<file path="config.mk">
export PLATFORM = sky130hd
export DESIGN_NAME = lcd_ctrl_param_flat
export DESIGN_NICKNAME = d
export VERILOG_FILES = /design/src/rtl/lcd_ctrl_param_if.sv /design/src/rtl/lcd_ctrl_param.sv /design/src/flat_wrapper.sv
export SDC_FILE = /design/constraint.sdc
export NUM_CORES = 1
export LEC_CHECK = 0
export CAP_MARGIN = 15
export CORE_MARGIN = 2
export CORE_UTILIZATION = 56
export DETAILED_ROUTE_END_ITERATION = 8
export MAX_ROUTING_LAYER = met4
export PLACE_DENSITY_LB_ADDON = 0.15
export RECOVER_POWER = 50
export REMOVE_ABC_BUFFERS = 1
export SYNTH_ARGS = -nofsm -noshare
export SYNTH_HDL_FRONTEND = slang
export SYNTH_SLANG_ARGS = --single-unit
</file>
<file path="constraint.sdc">
create_clock -name clk -period 6.4 [get_ports clk]
set_clock_uncertainty 0.2 [all_clocks]
set_input_delay 1.28 -clock clk [delete_from_list [all_inputs] [get_ports clk]]
set_output_delay 1.28 -clock clk [all_outputs]
set_load 0.02 [all_outputs]
</file>
<file path="src/rtl/lcd_ctrl_param_if.sv">
// Host-side bundle for the LCD controller: init config, request strobe/bus,
// and the registered LCD pins plus busy flag.
interface lcd_ctrl_param_if;
  logic [6:0] in_data;
  logic       lcd_enable;
  logic [9:0] lcd_bus;
  logic       e;
  logic [7:0] lcd_data;
  logic       rs;
  logic       rw;
  logic       busy;

  modport master (output in_data, lcd_enable, lcd_bus,
                  input  e, lcd_data, rs, rw, busy);
  modport slave  (input  in_data, lcd_enable, lcd_bus,
                  output e, lcd_data, rs, rw, busy);
endinterface

</file>
<file path="src/rtl/lcd_ctrl_param.sv">
// HD44780-style LCD controller: power-up wait, four-command init, then single
// host writes with fixed E timing. 8-bit or 4-bit bus selected by parameter.
module lcd_ctrl_param #(
  parameter int CLK_FREQ = 30,
  parameter int BUS_4BIT = 0,
  parameter int PWRUP_US = 500
) (
  input  logic             clk,
  input  logic             rst_n,
  lcd_ctrl_param_if.slave  lcd
);
  localparam int MAX_US = (PWRUP_US > 440) ? PWRUP_US : 440;
  localparam int W      = $clog2(MAX_US * CLK_FREQ) + 1;
  typedef logic [W-1:0] cnt_t;

  // 4-bit init: 0x2 wake pulse first, and each command is hi pulse, 10 us gap, lo pulse
  localparam int SLOT = (BUS_4BIT != 0) ? 30 : 10;
  localparam int PRE  = (BUS_4BIT != 0) ? 60 : 0;
  localparam int T1   = PRE + SLOT + 50;
  localparam int T2   = T1 + SLOT + 50;
  localparam int T3   = T2 + SLOT + 200;
  localparam int TEND = T3 + SLOT + 100;
  localparam int TSND = (BUS_4BIT != 0) ? 104 : 50;

  localparam cnt_t C_PWR_END  = cnt_t'(PWRUP_US * CLK_FREQ - 1);
  localparam cnt_t C_INIT_END = cnt_t'(TEND * CLK_FREQ - 1);
  localparam cnt_t C_SEND_END = cnt_t'(TSND * CLK_FREQ - 1);
  localparam cnt_t C_T0 = cnt_t'(PRE * CLK_FREQ);
  localparam cnt_t C_T1 = cnt_t'(T1 * CLK_FREQ);
  localparam cnt_t C_T2 = cnt_t'(T2 * CLK_FREQ);
  localparam cnt_t C_T3 = cnt_t'(T3 * CLK_FREQ);
  localparam cnt_t C_1  = cnt_t'(CLK_FREQ);
  localparam cnt_t C_10 = cnt_t'(10 * CLK_FREQ);
  localparam cnt_t C_14 = cnt_t'(14 * CLK_FREQ);
  localparam cnt_t C_20 = cnt_t'(20 * CLK_FREQ);
  localparam cnt_t C_27 = cnt_t'(27 * CLK_FREQ);
  localparam cnt_t C_30 = cnt_t'(30 * CLK_FREQ);
  localparam cnt_t C_54 = cnt_t'(54 * CLK_FREQ);

  typedef enum logic [1:0] {POWERUP, INIT, READY, SEND} state_t;

  state_t     state, nstate;
  cnt_t       cnt, ncnt, base, off;
  logic [9:0] hold, nhold;
  logic [7:0] cmd, nd, data_q;
  logic [3:0] nib;
  logic       ne, nrs, nrw, nbusy, pre;
  logic       e_q, rs_q, rw_q, busy_q;

  always_ff @(posedge clk or negedge rst_n) begin
    if (!rst_n) begin
      state  <= POWERUP;
      cnt    <= '0;
      hold   <= '0;
      e_q    <= 1'b0;
      data_q <= '0;
      rs_q   <= 1'b0;
      rw_q   <= 1'b0;
      busy_q <= 1'b1;
    end else begin
      state  <= nstate;
      cnt    <= ncnt;
      hold   <= nhold;
      e_q    <= ne;
      data_q <= nd;
      rs_q   <= nrs;
      rw_q   <= nrw;
      busy_q <= nbusy;
    end
  end

  always_comb begin
    nstate = state;
    ncnt   = cnt + cnt_t'(1);
    nhold  = hold;
    case (state)
      POWERUP: if (cnt == C_PWR_END)  begin nstate = INIT;  ncnt = '0; end
      INIT:    if (cnt == C_INIT_END) begin nstate = READY; ncnt = '0; end
      READY: begin
        ncnt = '0;
        if (lcd.lcd_enable) begin
          nstate = SEND;
          nhold  = lcd.lcd_bus;
        end
      end
      SEND:    if (cnt == C_SEND_END) begin nstate = READY; ncnt = '0; end
      default: begin nstate = POWERUP; ncnt = '0; end
    endcase
  end

  if (BUS_4BIT != 0) begin : g_pre
    assign pre = (ncnt < C_T0);
  end else begin : g_nopre
    assign pre = 1'b0;
  end

  // Outputs are decoded from the upcoming state/count so the registers line up
  // with the cycle they describe.
  always_comb begin
    ne    = 1'b0;
    nd    = '0;
    nrs   = 1'b0;
    nrw   = 1'b0;
    nbusy = 1'b1;
    cmd   = '0;
    base  = '0;
    off   = '0;
    nib   = '0;
    case (nstate)
      READY: nbusy = 1'b0;
      INIT: begin
        if (ncnt >= C_T3) begin
          cmd = {6'b000001, lcd.in_data[1:0]}; base = C_T3;
        end else if (ncnt >= C_T2) begin
          cmd = 8'h01; base = C_T2;
        end else if (ncnt >= C_T1) begin
          cmd = {5'b00001, lcd.in_data[4:2]}; base = C_T1;
        end else begin
          cmd = {4'b0011, lcd.in_data[6:5], 2'b00}; base = C_T0;
        end
        off = ncnt - base;
        if (pre) begin
          ne = (ncnt < C_10);
          nd = ne ? 8'h20 : 8'h00;
        end else if (BUS_4BIT != 0) begin
          if (off < C_10) begin
            ne = 1'b1; nd = {cmd[7:4], 4'h0};
          end else if (off >= C_20 && off < C_30) begin
            ne = 1'b1; nd = {cmd[3:0], 4'h0};
          end
        end else begin
          ne = (off < C_10);
          nd = ne ? cmd : 8'h00;
        end
      end
      SEND: begin
        nrs = nhold[9];
        nrw = nhold[8];
        if (BUS_4BIT != 0) begin
          if (ncnt < C_27) begin off = ncnt;        nib = nhold[7:4]; end
          else             begin off = ncnt - C_27; nib = nhold[3:0]; end
          ne = (ncnt < C_54) && (off >= C_1) && (off < C_14);
          nd = {nib, 4'h0};
        end else begin
          ne = (ncnt >= C_1) && (ncnt < C_14);
          nd = nhold[7:0];
        end
      end
      default: ;
    endcase
  end

  assign lcd.e        = e_q;
  assign lcd.lcd_data = data_q;
  assign lcd.rs       = rs_q;
  assign lcd.rw       = rw_q;
  assign lcd.busy     = busy_q;
endmodule

</file>
<file path="src/flat_wrapper.sv">
// flat-port wrapper written by rule: the top's interface ports become plain ports
module lcd_ctrl_param_flat 
#(
  parameter int CLK_FREQ = 30,
  parameter int BUS_4BIT = 0,
  parameter int PWRUP_US = 500
)
  (clk, rst_n, lcd_in_data, lcd_lcd_enable, lcd_lcd_bus, lcd_e, lcd_lcd_data, lcd_rs, lcd_rw, lcd_busy);
  lcd_ctrl_param_if lcd_i ();
  input  logic clk;
  input  logic rst_n;
  input wire logic [$bits(lcd_i.in_data)-1:0] lcd_in_data;
  input wire logic [$bits(lcd_i.lcd_enable)-1:0] lcd_lcd_enable;
  input wire logic [$bits(lcd_i.lcd_bus)-1:0] lcd_lcd_bus;
  output wire logic [$bits(lcd_i.e)-1:0] lcd_e;
  output wire logic [$bits(lcd_i.lcd_data)-1:0] lcd_lcd_data;
  output wire logic [$bits(lcd_i.rs)-1:0] lcd_rs;
  output wire logic [$bits(lcd_i.rw)-1:0] lcd_rw;
  output wire logic [$bits(lcd_i.busy)-1:0] lcd_busy;
  assign lcd_i.in_data = lcd_in_data;
  assign lcd_i.lcd_enable = lcd_lcd_enable;
  assign lcd_i.lcd_bus = lcd_lcd_bus;
  assign lcd_e = lcd_i.e;
  assign lcd_lcd_data = lcd_i.lcd_data;
  assign lcd_rs = lcd_i.rs;
  assign lcd_rw = lcd_i.rw;
  assign lcd_busy = lcd_i.busy;
  lcd_ctrl_param #(.CLK_FREQ(CLK_FREQ), .BUS_4BIT(BUS_4BIT), .PWRUP_US(PWRUP_US)) u_core (.clk(clk), .rst_n(rst_n), .lcd(lcd_i));
endmodule
</file>
* Yosys cells after proc, flatten, opt, wreduce, memory -nomap -nowiden
Index checks and enable logic that the tools add are counted.
Word-level totals: input port bits 20, logic and storage cells 51, flip-flop bits (word level) 39
Cells by class: add/sub/neg operators 2, mux-type cells 24, reduce and logical (&&, ||, !) cells 2, $lt $le $gt $ge 6, equal/unequal tests 9
Operator list (number):
- two-way mux 15 bit | 6
- case mux 15 bit (4 select lines) | 1
- equality test 15 x 14 -> 1 bit, second input constant | 2
- less-than comparator 15 x 9 -> 1 bit, second input constant | 2
- two-way mux 8 bit | 3
- two-way mux 10 bit | 2
- case mux 8 bit (2 select lines) | 1
- adder 15 x 1 -> 15 bit, second input constant | 1
- equality test 15 x 11 -> 1 bit, second input constant | 1
- greater-or-equal comparator 15 x 11 -> 1 bit, second input constant | 1
- greater-or-equal comparator 15 x 12 -> 1 bit, second input constant | 1
- greater-or-equal comparator 15 x 14 -> 1 bit, second input constant | 1
- greater-or-equal comparator 15 x 5 -> 1 bit, second input constant | 1
- subtractor 15 bit | 1
- two-way mux 11 bit | 1
- equality test 2 bit, second input constant | 4
- two-way mux 2 bit | 4
- case mux 2 bit (4 select lines) | 1
- two-way mux 6 bit | 1
- equality test 2 x 1 -> 1 bit, second input constant | 2
- two-way mux 1 bit | 3
- zero test 2 bit | 1
- case mux 1 bit (2 select lines) | 1
- logical AND 1 bit | 1

* Longest topological paths before layout
Gate-level depths: netlist of the first run.
depth after elaboration 12, mapped depth 21, depth with buffers taken out 20

* Least setup slack after synthesis of the first run
No wires, ideal clock.
path type register to register, start register u_core.cnt[10], end register u_core.data_q[3] (netlist: u_core.lcd.lcd_data[3]), clock period less this slack 4620 ps, required time 6108 ps, arrival time 4327 ps, buffers on the path 2, stages on the path, launching flop included 21, setup slack 1780 ps, cell sequence dfrtp_1 buf_6 nand4bb_1 or4_4 a22oi_4 a21o_1 buf_2 a211oi_1 a21o_1 inv_1 nand2_1 ha_1 nor2b_1 or3_1 a21oi_1 o31a_1 o21ai_1 xnor2_1 nor4_2 o2111ai_2 o31ai_2
Between the ends: word-level cells in the longest chain between the ends 12, elaborated cells between the ends (all ways) 28, those cells by class add/sub: 2; order compare: 4; eq/ne: 5; mux: 17
Ends and longest elaborated chain:
- start, declared | RTL line lcd_ctrl_param.sv:43 | cnt_t cnt, ncnt, base, off;
- start signal, assigned | RTL line lcd_ctrl_param.sv:62 | cnt <= ncnt;
- adder 15 x 1 -> 15 bit (tied with other cells) | RTL line lcd_ctrl_param.sv:74 | ncnt = cnt + cnt_t'(1);
- two-way mux 15 bit, on equally long branches | RTL line lcd_ctrl_param.sv:86, lcd_ctrl_param.sv:77, lcd_ctrl_param.sv:78
- case mux 15 bit (4 select lines) | RTL line lcd_ctrl_param.sv:76 | case (state)
- greater-or-equal comparator 15 x 11 -> 1 bit | RTL line lcd_ctrl_param.sv:116 | end else if (ncnt >= C_T1) begin
- two-way mux 11 bit | RTL line lcd_ctrl_param.sv:116
- two-way mux 15 bit | RTL line lcd_ctrl_param.sv:114 | end else if (ncnt >= C_T2) begin
- two-way mux 15 bit | RTL line lcd_ctrl_param.sv:112 | if (ncnt >= C_T3) begin
- two-way mux 15 bit | RTL line lcd_ctrl_param.sv:109 | case (nstate)
- subtractor 15 bit | RTL line lcd_ctrl_param.sv:121 | off = ncnt - base;
- less-than comparator 15 x 9 -> 1 bit | RTL line lcd_ctrl_param.sv:132 | ne = (off < C_10);
- two-way mux 8 bit | RTL line lcd_ctrl_param.sv:133 | nd = ne ? cmd : 8'h00;
- case mux 8 bit (2 select lines) * | RTL line lcd_ctrl_param.sv:109
- net u_core.nd[3] | RTL line lcd_ctrl_param.sv:45 | logic [7:0] cmd, nd, data_q;
- end signal, assigned | RTL line lcd_ctrl_param.sv:65 | data_q <= nd;
- end, declared | RTL line lcd_ctrl_param.sv:45
The timed path passes the listed nets; every way through them passes the cells marked *. The select of a mux whose other input is x is not followed.

* Worst setup path in the final report of the first run
start register u_core.cnt[0], end register u_core.data_q[3] (netlist: u_core.lcd.lcd_data[3])
Same word-level chain as after synthesis.

==> out/qor.csv, run 1 <==
stage,metric,value,unit
synth,Post-Synth XOR/XNOR Area,7.48,%
placement,placed cells,365,
synth,Netlist cell types,68,
drt,drt total wl,6.44,mm
drt,via count,2281,
pwr,P per Cell Area,161,nW/um^2
die,Initial Utilization,57.4,%
worst_setup_path,reg2reg path depth,19,
die,io pins,32,
worst_hold_path,Worst Hold Class,reg -> reg,
final_layout,layout cells sized above 1,10.0,%
drt,Remaining DRCs,0,
die,row count,25,
placement,DP HPWL,4.82,mm
worst_setup_path,worst-path cell chain,"ha_1, nand2_1, nor4_1, a21o_1, nor2_1, and2_1, a21o_1, inv_1, nand2_1, ha_1, a21oi_1, a21boi_0, a2111oi_0, o21ai_2, a21boi_2, xnor2_1, nor4_2, o2111ai_2, o31ai_2",
worst_setup_path,critical path depth,19,
drt,length of the first detailed-routing pass in iterations,4,
synth,dominant synthesized flop cell,dfrtp_1,
worst_setup_path,CP max stage delay,0.62,ns
pwr,P_sw,89.4,uW
clocking,CTS Hold Bufs,0,
worst_setup_path,slowest CP cell,a21o_1,
final_layout,most frequent cells in the layout,"38 x dfrtp_1, 31 x nor2_1, 30 x clkdlybuf4s50_1",
global_routing,largest net degree at the start of global routing,40,
worst_hold_path,hold path depth,1,
sta,final setup TNS,0,ns
final_layout,final core utilization,66.5,%
pwr,Power Internal,412,uW
final_layout,"commonest non-fill, non-tap cell in the layout",dfrtp_1,
placement,PortBufs,31,
synth,largest family of logic cells by synthesized area,simple AND/OR/NAND/NOR gates,
synth,sequential-to-total area share from yosys stat,36.3,%
final_layout,fin cells,373,
synth,Ys Warns,0,
die,die width,73.3,um
die,Chip Height,73.3,um
drt,via density per instance,6.12,
die,total die area,5380,um^2
worst_setup_path,family with the most delay on the worst path,compound AO/OA/AOI/OAI gates,
worst_setup_path,crit end category,flop,
sta,max-slew violations,40,
status,status,"finished, violations left",
drt,wire per inst,17.3,um
worst_setup_path,Setup crit start kind,flop,
sta,setup ws final,0.678,ns
sta,Final min period,5.72,ns
final_layout,Fill cells,374,
pwr,clock network fraction of design power,47.6,%
drt,Final ANT Viol Nets,0,
run,max-cap viol count,1,
clocking,Clock transition at path regs,0.07,ns
clocking,# resized after CTS,0,
synth,ys async rst share,100,%
synth,"EDFF count, synth",0,
worst_setup_path,critical path type,reg -> reg,
global_routing,gr ovfl total,0,
sta,Worst Max-Slew Pin Slew,2.05,ns
synth,Syn Inst Count,293,
sta,Hold Slack,0.265,ns
global_routing,GRT Overall Usage,26.4,%
global_routing,vias in the first global route,2154,
worst_setup_path,crit-path max FO,22,
pwr,leakage power,1.34,nW
pwr,power share of the sequential group,49.1,%
status,violated checks,"max-capacitance violations, max-slew violations",
placement,routability cong.,0.894,
clocking,clock sinks,39,
clocking,clock buffer depth,2,
drt,DRT iter0 DRCs,267,
pwr,Peak VDD IR,0.000116,V
synth,Post-Synth Adder-Cell Area,5.86,%
final_layout,"Net count, final",350,
worst_setup_path,crit path DAT,5.72,ns
synth,Synth Area in Simple Gates,22.6,%
sta,Slew headroom,-36.8,%
global_routing,first-pass GRT wire length,10.6,mm
global_routing,initial antenna violation count,0,
sta,RSZ-0062 raised after global routing,false,
clocking,CTS Buf Count,5,
sta,FMAX,175,MHz
pwr,sw frac,17.8,%
synth,Mapped Area,2690,um^2
sta,final hold viol count,0,
clocking,CTS tree,built,
synth,syn avg cell area,9.19,um^2
die,core area,4690,um^2
sta,fin crit share,89.4,%
worst_setup_path,worst path required time,6.40,ns
synth,post-synthesis mux area share,4.60,%
sta,Final setup viols,0,
synth,Synth Area in Compound Gates,18.6,%
clocking,root buffer cell,clkbuf_8,
placement,pre-CTS WS,0.840,ns
final_layout,P&R area growth vs syn,15.9,%
clocking,H-tree levels,2,
clocking,later-pin clock latency in the skew report,0.29,ns
clocking,Post-CTS Setup Inserts,0,
worst_setup_path,worst path bufs/invs,1,
synth,Synth Register Bits,39,
final_layout,Ant. Diodes,0,
pwr,power share of the combinational group,3.3,%
[sequential cells by signal (all words and copies together), names as in the netlist]
| name | cells |
|---|---|
| u_core.cnt | 15 |
| u_core.hold | 10 |
| u_core.lcd.busy | 1 |
| u_core.lcd.e | 1 |
| u_core.lcd.lcd_data | 8 |
| u_core.lcd.rs | 1 |
| u_core.lcd.rw | 1 |
| u_core.state | 2 |
[cells in the mapped netlist, types with 2 or more instances]
| library cell | count | area (um^2) |
|---|---|---|
| ha_1 | 11 | 138 |
| dfrtp_1 | 38 | 951 |
| o21ai_0 | 11 | 55.1 |
| nand3b_1 | 4 | 30.0 |
| a221oi_1 | 2 | 17.5 |
| nand4bb_1 | 2 | 22.5 |
| a21oi_1 | 11 | 55.1 |
| or3_1 | 2 | 12.5 |
| nor3_1 | 5 | 25.0 |
| xor2_1 | 7 | 61.3 |
| buf_2 | 7 | 35.0 |
| o311ai_0 | 3 | 26.3 |
| nor4_2 | 2 | 25.0 |
| o31a_1 | 2 | 17.5 |
| mux2_2 | 11 | 124 |
| nor4_1 | 2 | 12.5 |
| nor2_1 | 31 | 116 |
| clkbuf_1 | 2 | 7.51 |
| o21ai_1 | 6 | 30.0 |
| and2_1 | 8 | 50.1 |
| nand4b_1 | 2 | 17.5 |
| o211ai_1 | 2 | 15.0 |
| a22oi_1 | 3 | 22.5 |
| nand3_1 | 9 | 45.0 |
| inv_1 | 14 | 52.6 |
| a21o_1 | 3 | 22.5 |
| and3_1 | 3 | 18.8 |
| xnor2_1 | 16 | 140 |
| nand4_1 | 2 | 12.5 |
| nand2b_1 | 2 | 12.5 |
| o22ai_1 | 3 | 18.8 |
| nand2_1 | 20 | 75.1 |
| a31oi_1 | 6 | 37.5 |
| nor2b_1 | 6 | 37.5 |
| o221ai_1 | 2 | 17.5 |
[through the flow]
stage / area [um^2] / power, mW
2_1_floorplan: 2620 / 0.252
5_1_grt: 3120 / 0.519
3_5_place_dp: 3000 / 0.268
6_report: 3120 / 0.501
4_1_cts: 3130 / 0.506
3_3_place_gp: 3000 / 0.268
[area by class of cell]
type / count / area, um^2 / area share (%)
multi-input combinational: 227 / 1590 / 50.8
clock inverter: 2 / 60.1 / 1.92
tap: 54 / 67.6 / 2.17
clock buffer: 6 / 72.6 / 2.33
inverter: 14 / 52.6 / 1.68
sequential: 39 / 977 / 31.3
timing repair buffer: 31 / 304 / 9.74
[cell families after synthesis]
logic type,after synthesis
fa+ha+maj,12
buf+inv,27
simple gates,111
compound gates,70
flops,39
xor+xnor,23
mux,11
[power groups by stage]
stage               clock, mW  combinational [mW]  sequential [mW]
finish                  0.239              0.0165            0.246
global route            0.254              0.0184            0.246
CTS                     0.243              0.0171            0.246
detailed placement          0              0.0170            0.251
global placement            0              0.0170            0.251
floorplan                   0            0.000552            0.251
[metal layers]
layer / global-route usage, % / routed length [um]
met5: - / 0
met4: 9.09 / 122
met3: 3.84 / 327
met2: 39.3 / 2990
met1: 37.1 / 3000
[final timing paths]
check	slack [ns]	from	to
min in group asynchronous	1.37	rst_n	u_core.cnt[5]$_DFF_PN0_
setup / recovery	0.68	u_core.cnt[0]$_DFF_PN0_	u_core.lcd.lcd_data[3]$_DFF_PN0_
setup reg to reg	0.68	u_core.cnt[0]$_DFF_PN0_	u_core.lcd.lcd_data[3]$_DFF_PN0_
hold / removal	0.26	u_core.cnt[0]$_DFF_PN0_	u_core.cnt[0]$_DFF_PN0_
hold reg to reg	0.26	u_core.cnt[0]$_DFF_PN0_	u_core.cnt[0]$_DFF_PN0_
max in group asynchronous	3.45	rst_n	u_core.hold[6]$_DFF_PN0_
(Power assumes the default switching activity.)
==> run 2: changes to the inputs <==
CAP_MARGIN = 20   (was 15)
CORE_ASPECT_RATIO = 0.75   (was default)
REMOVE_ABC_BUFFERS = default   (was 1)
==> run 2 against run 1 <==
The run still ends with max-capacitance violations, max-slew violations left. Via count grew 4.4%. Non-clock buffer count up 1. Sequential share of layout area up 0.42 points. Die area grew 0.11%. Worst hold slack gained 0.0066 ns. Cell area is 1.3% lower. Routed wire length rose by 0.98%. Utilization is 1.2 points higher. Register-to-register slack got worse by 0.08 ns. Clock power fell by 33%. Combinational power hardly changed. Critical endpoint unchanged.
==> out/qor.csv, run 2 (same netlist as run 1, synthesis figures left out) <==
stage,metric,value,unit
clocking,later-pin clock latency in the skew report,0.29,ns
pwr,P per Cell Area,137,nW/um^2
pwr,power share of the combinational group,3.9,%
final_layout,Largest register FFs,15,
sta,FMAX,172,MHz
die,total die area,5380,um^2
final_layout,most frequent cells in the layout,"38 x dfrtp_1, 31 x nor2_1, 30 x clkdlybuf4s50_1",
drt,via density per instance,6.32,
worst_setup_path,crit path DAT,5.80,ns
placement,routability cong.,0.985,
clocking,CTS Buf Count,5,
clocking,CTS tree,built,
synth,net count after synthesis,325,
pwr,clock network fraction of design power,37.7,%
die,io pins,32,
worst_hold_path,Worst Hold Class,reg -> reg,
placement,DP HPWL,5.00,mm
final_layout,Biggest register,u_core.cnt,
final_layout,"Net count, final",351,
global_routing,GRT Overall Usage,27.0,%
die,Chip Height,64.1,um
worst_setup_path,critical path type,reg -> reg,
die,Initial Utilization,59.2,%
global_routing,first-pass GRT wire length,11.3,mm
sta,Final setup viols,0,
run,max-cap viol count,1,
final_layout,final core utilization,67.7,%
clocking,clock sinks,39,
sta,final hold viol count,0,
final_layout,Ant. Diodes,0,
clocking,Post-CTS Setup Inserts,0,
drt,wire per inst,17.2,um
worst_setup_path,worst path required time,6.40,ns
clocking,Clock transition at path regs,0.07,ns
global_routing,initial antenna violation count,0,
sta,final setup TNS,0,ns
sta,Worst Max-Slew Pin Slew,2.04,ns
global_routing,vias in the first global route,2262,
drt,DRT iter0 DRCs,216,
pwr,P_sw,87.8,uW
global_routing,largest net degree at the start of global routing,40,
final_layout,layout cells sized above 1,9.69,%
sta,Slew headroom,-36.1,%
clocking,root buffer cell,clkbuf_8,
clocking,CTS Hold Bufs,0,
clocking,H-tree levels,2,
drt,Final ANT Viol Nets,0,
status,violated checks,"max-capacitance violations, max-slew violations",
status,status,"finished, violations left",
clocking,# resized after CTS,0,
drt,drt total wl,6.50,mm
die,core area,4550,um^2
worst_setup_path,Setup crit start kind,flop,
die,die width,84.1,um
clocking,clock buffer depth,2,
sta,fin crit share,90.6,%
pwr,Peak VDD IR,0.000158,V
placement,PortBufs,31,
pwr,sw frac,20.8,%
worst_setup_path,crit-path max FO,13,
drt,length of the first detailed-routing pass in iterations,5,
worst_setup_path,crit end category,flop,
sta,max-slew violations,40,
sta,RSZ-0062 raised after global routing,false,
global_routing,gr ovfl total,0,
final_layout,P&R area growth vs syn,14.4,%
pwr,power share of the sequential group,58.5,%
die,row count,21,
drt,via count,2382,
final_layout,"commonest non-fill, non-tap cell in the layout",dfrtp_1,
sta,Final min period,5.80,ns
pwr,leakage power,1.32,nW
drt,Remaining DRCs,0,
pwr,Power Internal,334,uW
## run 2: cell types whose count changed in the layout (fill, tap and decap cells not counted), sizes merged
cell    delta
clkbuf     +2
buf        +1
bufinv     -2
## run 2: worst paths after layout
check | end | slack (ns) | depth (start not counted) | start
worst max-delay path | u_core.lcd.lcd_data[3]$_DFF_PN0_ | 0.60 | 19 | u_core.cnt[0]$_DFF_PN0_
worst min-delay path | u_core.cnt[0]$_DFF_PN0_ | 0.27 | 1 | u_core.cnt[0]$_DFF_PN0_
worst max register to register | u_core.lcd.lcd_data[3]$_DFF_PN0_ | 0.60 | 19 | u_core.cnt[0]$_DFF_PN0_
worst min register to register | u_core.cnt[0]$_DFF_PN0_ | 0.27 | 1 | u_core.cnt[0]$_DFF_PN0_
max in group asynchronous | u_core.lcd.rs$_DFF_PN0_ | 3.46 | 1 | rst_n
min in group asynchronous | u_core.hold[2]$_DFF_PN0_ | 1.35 | 1 | rst_n
## run 2: power by group through the flow
stage,Sequential (mW),Combinational (mW),Clock (mW)
finish,0.246,0.0164,0.159
global route,0.246,0.0181,0.174
CTS,0.246,0.0169,0.160
detailed placement,0.251,0.0169,0
global placement,0.251,0.0168,0
floorplan,0.251,0.000552,0
## run 2: per-layer routing
metal / part of all wire [%] / global-route usage [%] / vias to the layer above
met1: 47 / 38.9 / 1145
met4: 0.91 / 4.23 / 0
met2: 43 / 38.8 / 112
met3: 8.5 / 7.36 / 11
li1: - / - / 1114
met5: 0 / - / -
## run 2: layout make-up
| type | instances | area [um^2] |
|---|---|---|
| clock buffer | 8 | 80.1 |
| fill | 369 | 1470 |
| inverter | 14 | 52.6 |
| multi-input combinational | 227 | 1590 |
| tap | 57 | 71.3 |
| sequential | 39 | 977 |
| timing repair buffer | 32 | 312 |
## run 2: worst max-delay path, stage by stage, from the launching register on
cell and delay [ns]:
dfrtp_1 0.38, ha_1 0.32, nand2_1 0.32, nor4_1 0.59
a21o_1 0.47, nor2_1 0.08, and2_1 0.17, a21o_1 0.25
inv_1 0.21, nand2_1 0.15, ha_1 0.38, a21oi_1 0.19
a21boi_0 0.18, a2111oi_0 0.56, o21ai_2 0.15, a21oi_1 0.20
o221a_2 0.21, xor2_1 0.19, o2111ai_2 0.27, o31ai_2 0.24
## run 2: stage by stage
stage	cells	setup slack (ns)	power [mW]	hold slack, ns	cell area (um^2)
after floorplan	293	1.78	0.252	0.233	2690
after global placement	369	0.870	0.268	0.263	3010
after detailed placement	369	0.871	0.268	0.262	3010
after CTS	377	0.824	0.423	0.271	3090
after global routing	377	0.322	0.439	0.298	3080
final	377	0.602	0.422	0.271	3080
==> run 3: changes to the inputs <==
CORE_UTILIZATION = 45   (was 56)
==> run 3 against run 2 <==
Global-route usage is 4.6 points lower. Fmax decreased by 0.58%. Clock power up 3%. Combinational power about the same. The run still ends with max-capacitance violations, max-slew violations left. Die area increased by 23%. Worst setup slack worse by 0.034 ns. Critical path type unchanged.
==> out/qor.csv, run 3 (same netlist as run 1, synthesis figures left out) <==
stage,metric,value,unit
status,status,"finished, violations left",
status,violated checks,"max-capacitance violations, max-slew violations",
worst_setup_path,slowest CP cell,or4_1,
sta,FMAX,171,MHz
worst_setup_path,worst-path cell chain,"nand4bb_1, or4_1, a22oi_4, a21o_1, nor2_1, and2_1, a21o_1, inv_1, nand2_1, ha_1, a21oi_1, a21boi_0, a2111oi_0, o21ai_2, a21oi_1, o221a_2, xor2_1, o2111ai_2, o31ai_2",
pwr,Peak VDD IR,0.0000960,V
worst_setup_path,reg2reg path depth,19,
global_routing,GRT Overall Usage,22.3,%
pwr,P per Cell Area,137,nW/um^2
sta,RSZ-0062 raised after global routing,false,
final_layout,Fill cells,559,
global_routing,first-pass GRT wire length,11.2,mm
final_layout,Ant. Diodes,0,
placement,PortBufs,31,
clocking,CTS tree,built,
die,io pins,32,
worst_setup_path,critical path type,reg -> reg,
sta,final hold viol count,0,
global_routing,gr ovfl total,0,
placement,routability cong.,0.882,
clocking,CTS Buf Count,5,
sta,Slew headroom,-39.7,%
clocking,clock sinks,39,
drt,length of the first detailed-routing pass in iterations,4,
worst_setup_path,crit-path max FO,13,
clocking,CTS Hold Bufs,0,
die,core area,5800,um^2
placement,DP HPWL,5.24,mm
clocking,clock buffer depth,2,
sta,max-slew violations,40,
global_routing,initial antenna violation count,0,
final_layout,"commonest non-fill, non-tap cell in the layout",dfrtp_1,
drt,Remaining DRCs,0,
worst_setup_path,Worst R2R Start,u_core.cnt[10]$_DFF_PN0_,
worst_setup_path,crit end category,flop,
synth,net count after synthesis,325,
worst_setup_path,CP endpoint,u_core.lcd.lcd_data[3]$_DFF_PN0_,
clocking,H-tree levels,2,
sta,fin crit share,91.1,%
global_routing,vias in the first global route,2166,
worst_setup_path,Worst Setup SP,u_core.cnt[10]$_DFF_PN0_,
clocking,root buffer cell,clkbuf_8,
placement,DP Area,3030,um^2
final_layout,P&R area growth vs syn,15.6,%
sta,Final setup viols,0,
final_layout,Largest register FFs,15,
clocking,later-pin clock latency in the skew report,0.30,ns
drt,via count,2315,
clocking,Clock transition at path regs,0.08,ns
die,die width,93.3,um
drt,drt total wl,6.87,mm
worst_setup_path,CP max stage delay,0.63,ns
final_layout,layout cells sized above 1,10.9,%
worst_setup_path,worst path required time,6.41,ns
worst_hold_path,Worst Hold Class,reg -> reg,
sta,final setup TNS,0,ns
drt,Final ANT Viol Nets,0,
worst_setup_path,crit path DAT,5.84,ns
worst_setup_path,R2R Path End,u_core.lcd.lcd_data[3]$_DFF_PN0_,
pwr,leakage power,1.33,nW
drt,wire per inst,17.3,um
worst_setup_path,FF-to-FF setup slack,0.57,ns
final_layout,Multi-input gate area,1590,um^2
run,max-cap viol count,1,
final_layout,Final Cell Area,3110,um^2
drt,via density per instance,5.82,
final_layout,Biggest register,u_core.cnt,
die,Initial Utilization,46.5,%
final_layout,most frequent cells in the layout,"38 x dfrtp_1, 31 x nor2_1, 30 x clkdlybuf4s50_1",
final_layout,FF+latch area,977,um^2
worst_setup_path,Setup crit start kind,flop,
die,Chip Height,71.0,um
sta,Worst Max-Slew Pin Slew,2.10,ns
clocking,# resized after CTS,0,
die,total die area,6620,um^2
sta,Final min period,5.83,ns
final_layout,"Net count, final",351,
global_routing,largest net degree at the start of global routing,40,
drt,DRT iter0 DRCs,162,
clocking,Post-CTS Setup Inserts,0,
die,row count,24,
run 3: cell types whose count changed in the layout (fill, tap and decap cells not counted), sizes merged:
cell / change
clkinv: +3
clkbuf: -3
run 3: worst max-delay path: cells and delay by family, from the launching register on:
family,cells,cell delay [ns]
AO/OA/AOI/OAI,11,2.93
XOR/XNOR,1,0.21
adder cells (fa/ha/maj),1,0.39
buffers and inverters,1,0.22
flip-flops,1,0.50
AND/OR/NAND/NOR,5,1.30
run 3: layout make-up:
cell class / instances / area share, %
Multi-Input combinational cell: 227 / 51.1
Sequential cell: 39 / 31.4
Timing Repair Buffer: 32 / 10.0
Tap cell: 78 / 3.14
Clock buffer: 5 / 2.21
Inverter: 14 / 1.69
Clock inverter: 3 / 0.483
run 3: where the power goes:
group	total [mW]	leakage, nW	internal, mW	switching, mW
Clock	0.164	0.0477	0.0746	0.0889
Sequential	0.246	0.527	0.246	0
Combinational	0.0163	0.758	0.00991	0.00641
run 3: stage by stage:
| step | util [%] | hold slack, ns | instances | power [mW] | worst slack (ns) |
|---|---|---|---|---|---|
| after floorplan | - | 0.233 | 293 | 0.252 | 1.78 |
| after CTS | 53.8 | 0.270 | 398 | 0.431 | 0.721 |
| final | 53.7 | 0.270 | 398 | 0.426 | 0.568 |
| after global routing | 53.7 | 0.311 | 398 | 0.443 | 0.240 |
| after detailed placement | 52.3 | 0.259 | 390 | 0.268 | 0.754 |
| after global placement | 52.3 | 0.269 | 390 | 0.268 | 0.839 |
run 3: worst min-delay path by stage:
stage / start / endpoint / slack, ns / cells past startpoint
after global placement: u_core.cnt[0]$_DFF_PN0_ / u_core.cnt[0]$_DFF_PN0_ / 0.27 / 1
after global routing: u_core.cnt[0]$_DFF_PN0_ / u_core.cnt[0]$_DFF_PN0_ / 0.31 / 1
after detailed placement: u_core.cnt[0]$_DFF_PN0_ / u_core.cnt[0]$_DFF_PN0_ / 0.26 / 1
after floorplan: u_core.cnt[0]$_DFF_PN0_ / u_core.cnt[0]$_DFF_PN0_ / 0.23 / 1
after CTS: u_core.cnt[0]$_DFF_PN0_ / u_core.cnt[0]$_DFF_PN0_ / 0.27 / 1
final: u_core.cnt[0]$_DFF_PN0_ / u_core.cnt[0]$_DFF_PN0_ / 0.27 / 1
run 3: layer usage:
layer  vias up  share of wire, %  GRT usage (%)  routed length, um
met5         -                 0              -                  0
met4         0               1.1           6.37                 73
met3         8               4.0           2.88                275
met2        61                42           30.1               2880
met1      1131                53           34.7               3640
li1       1115                 -              -                  -
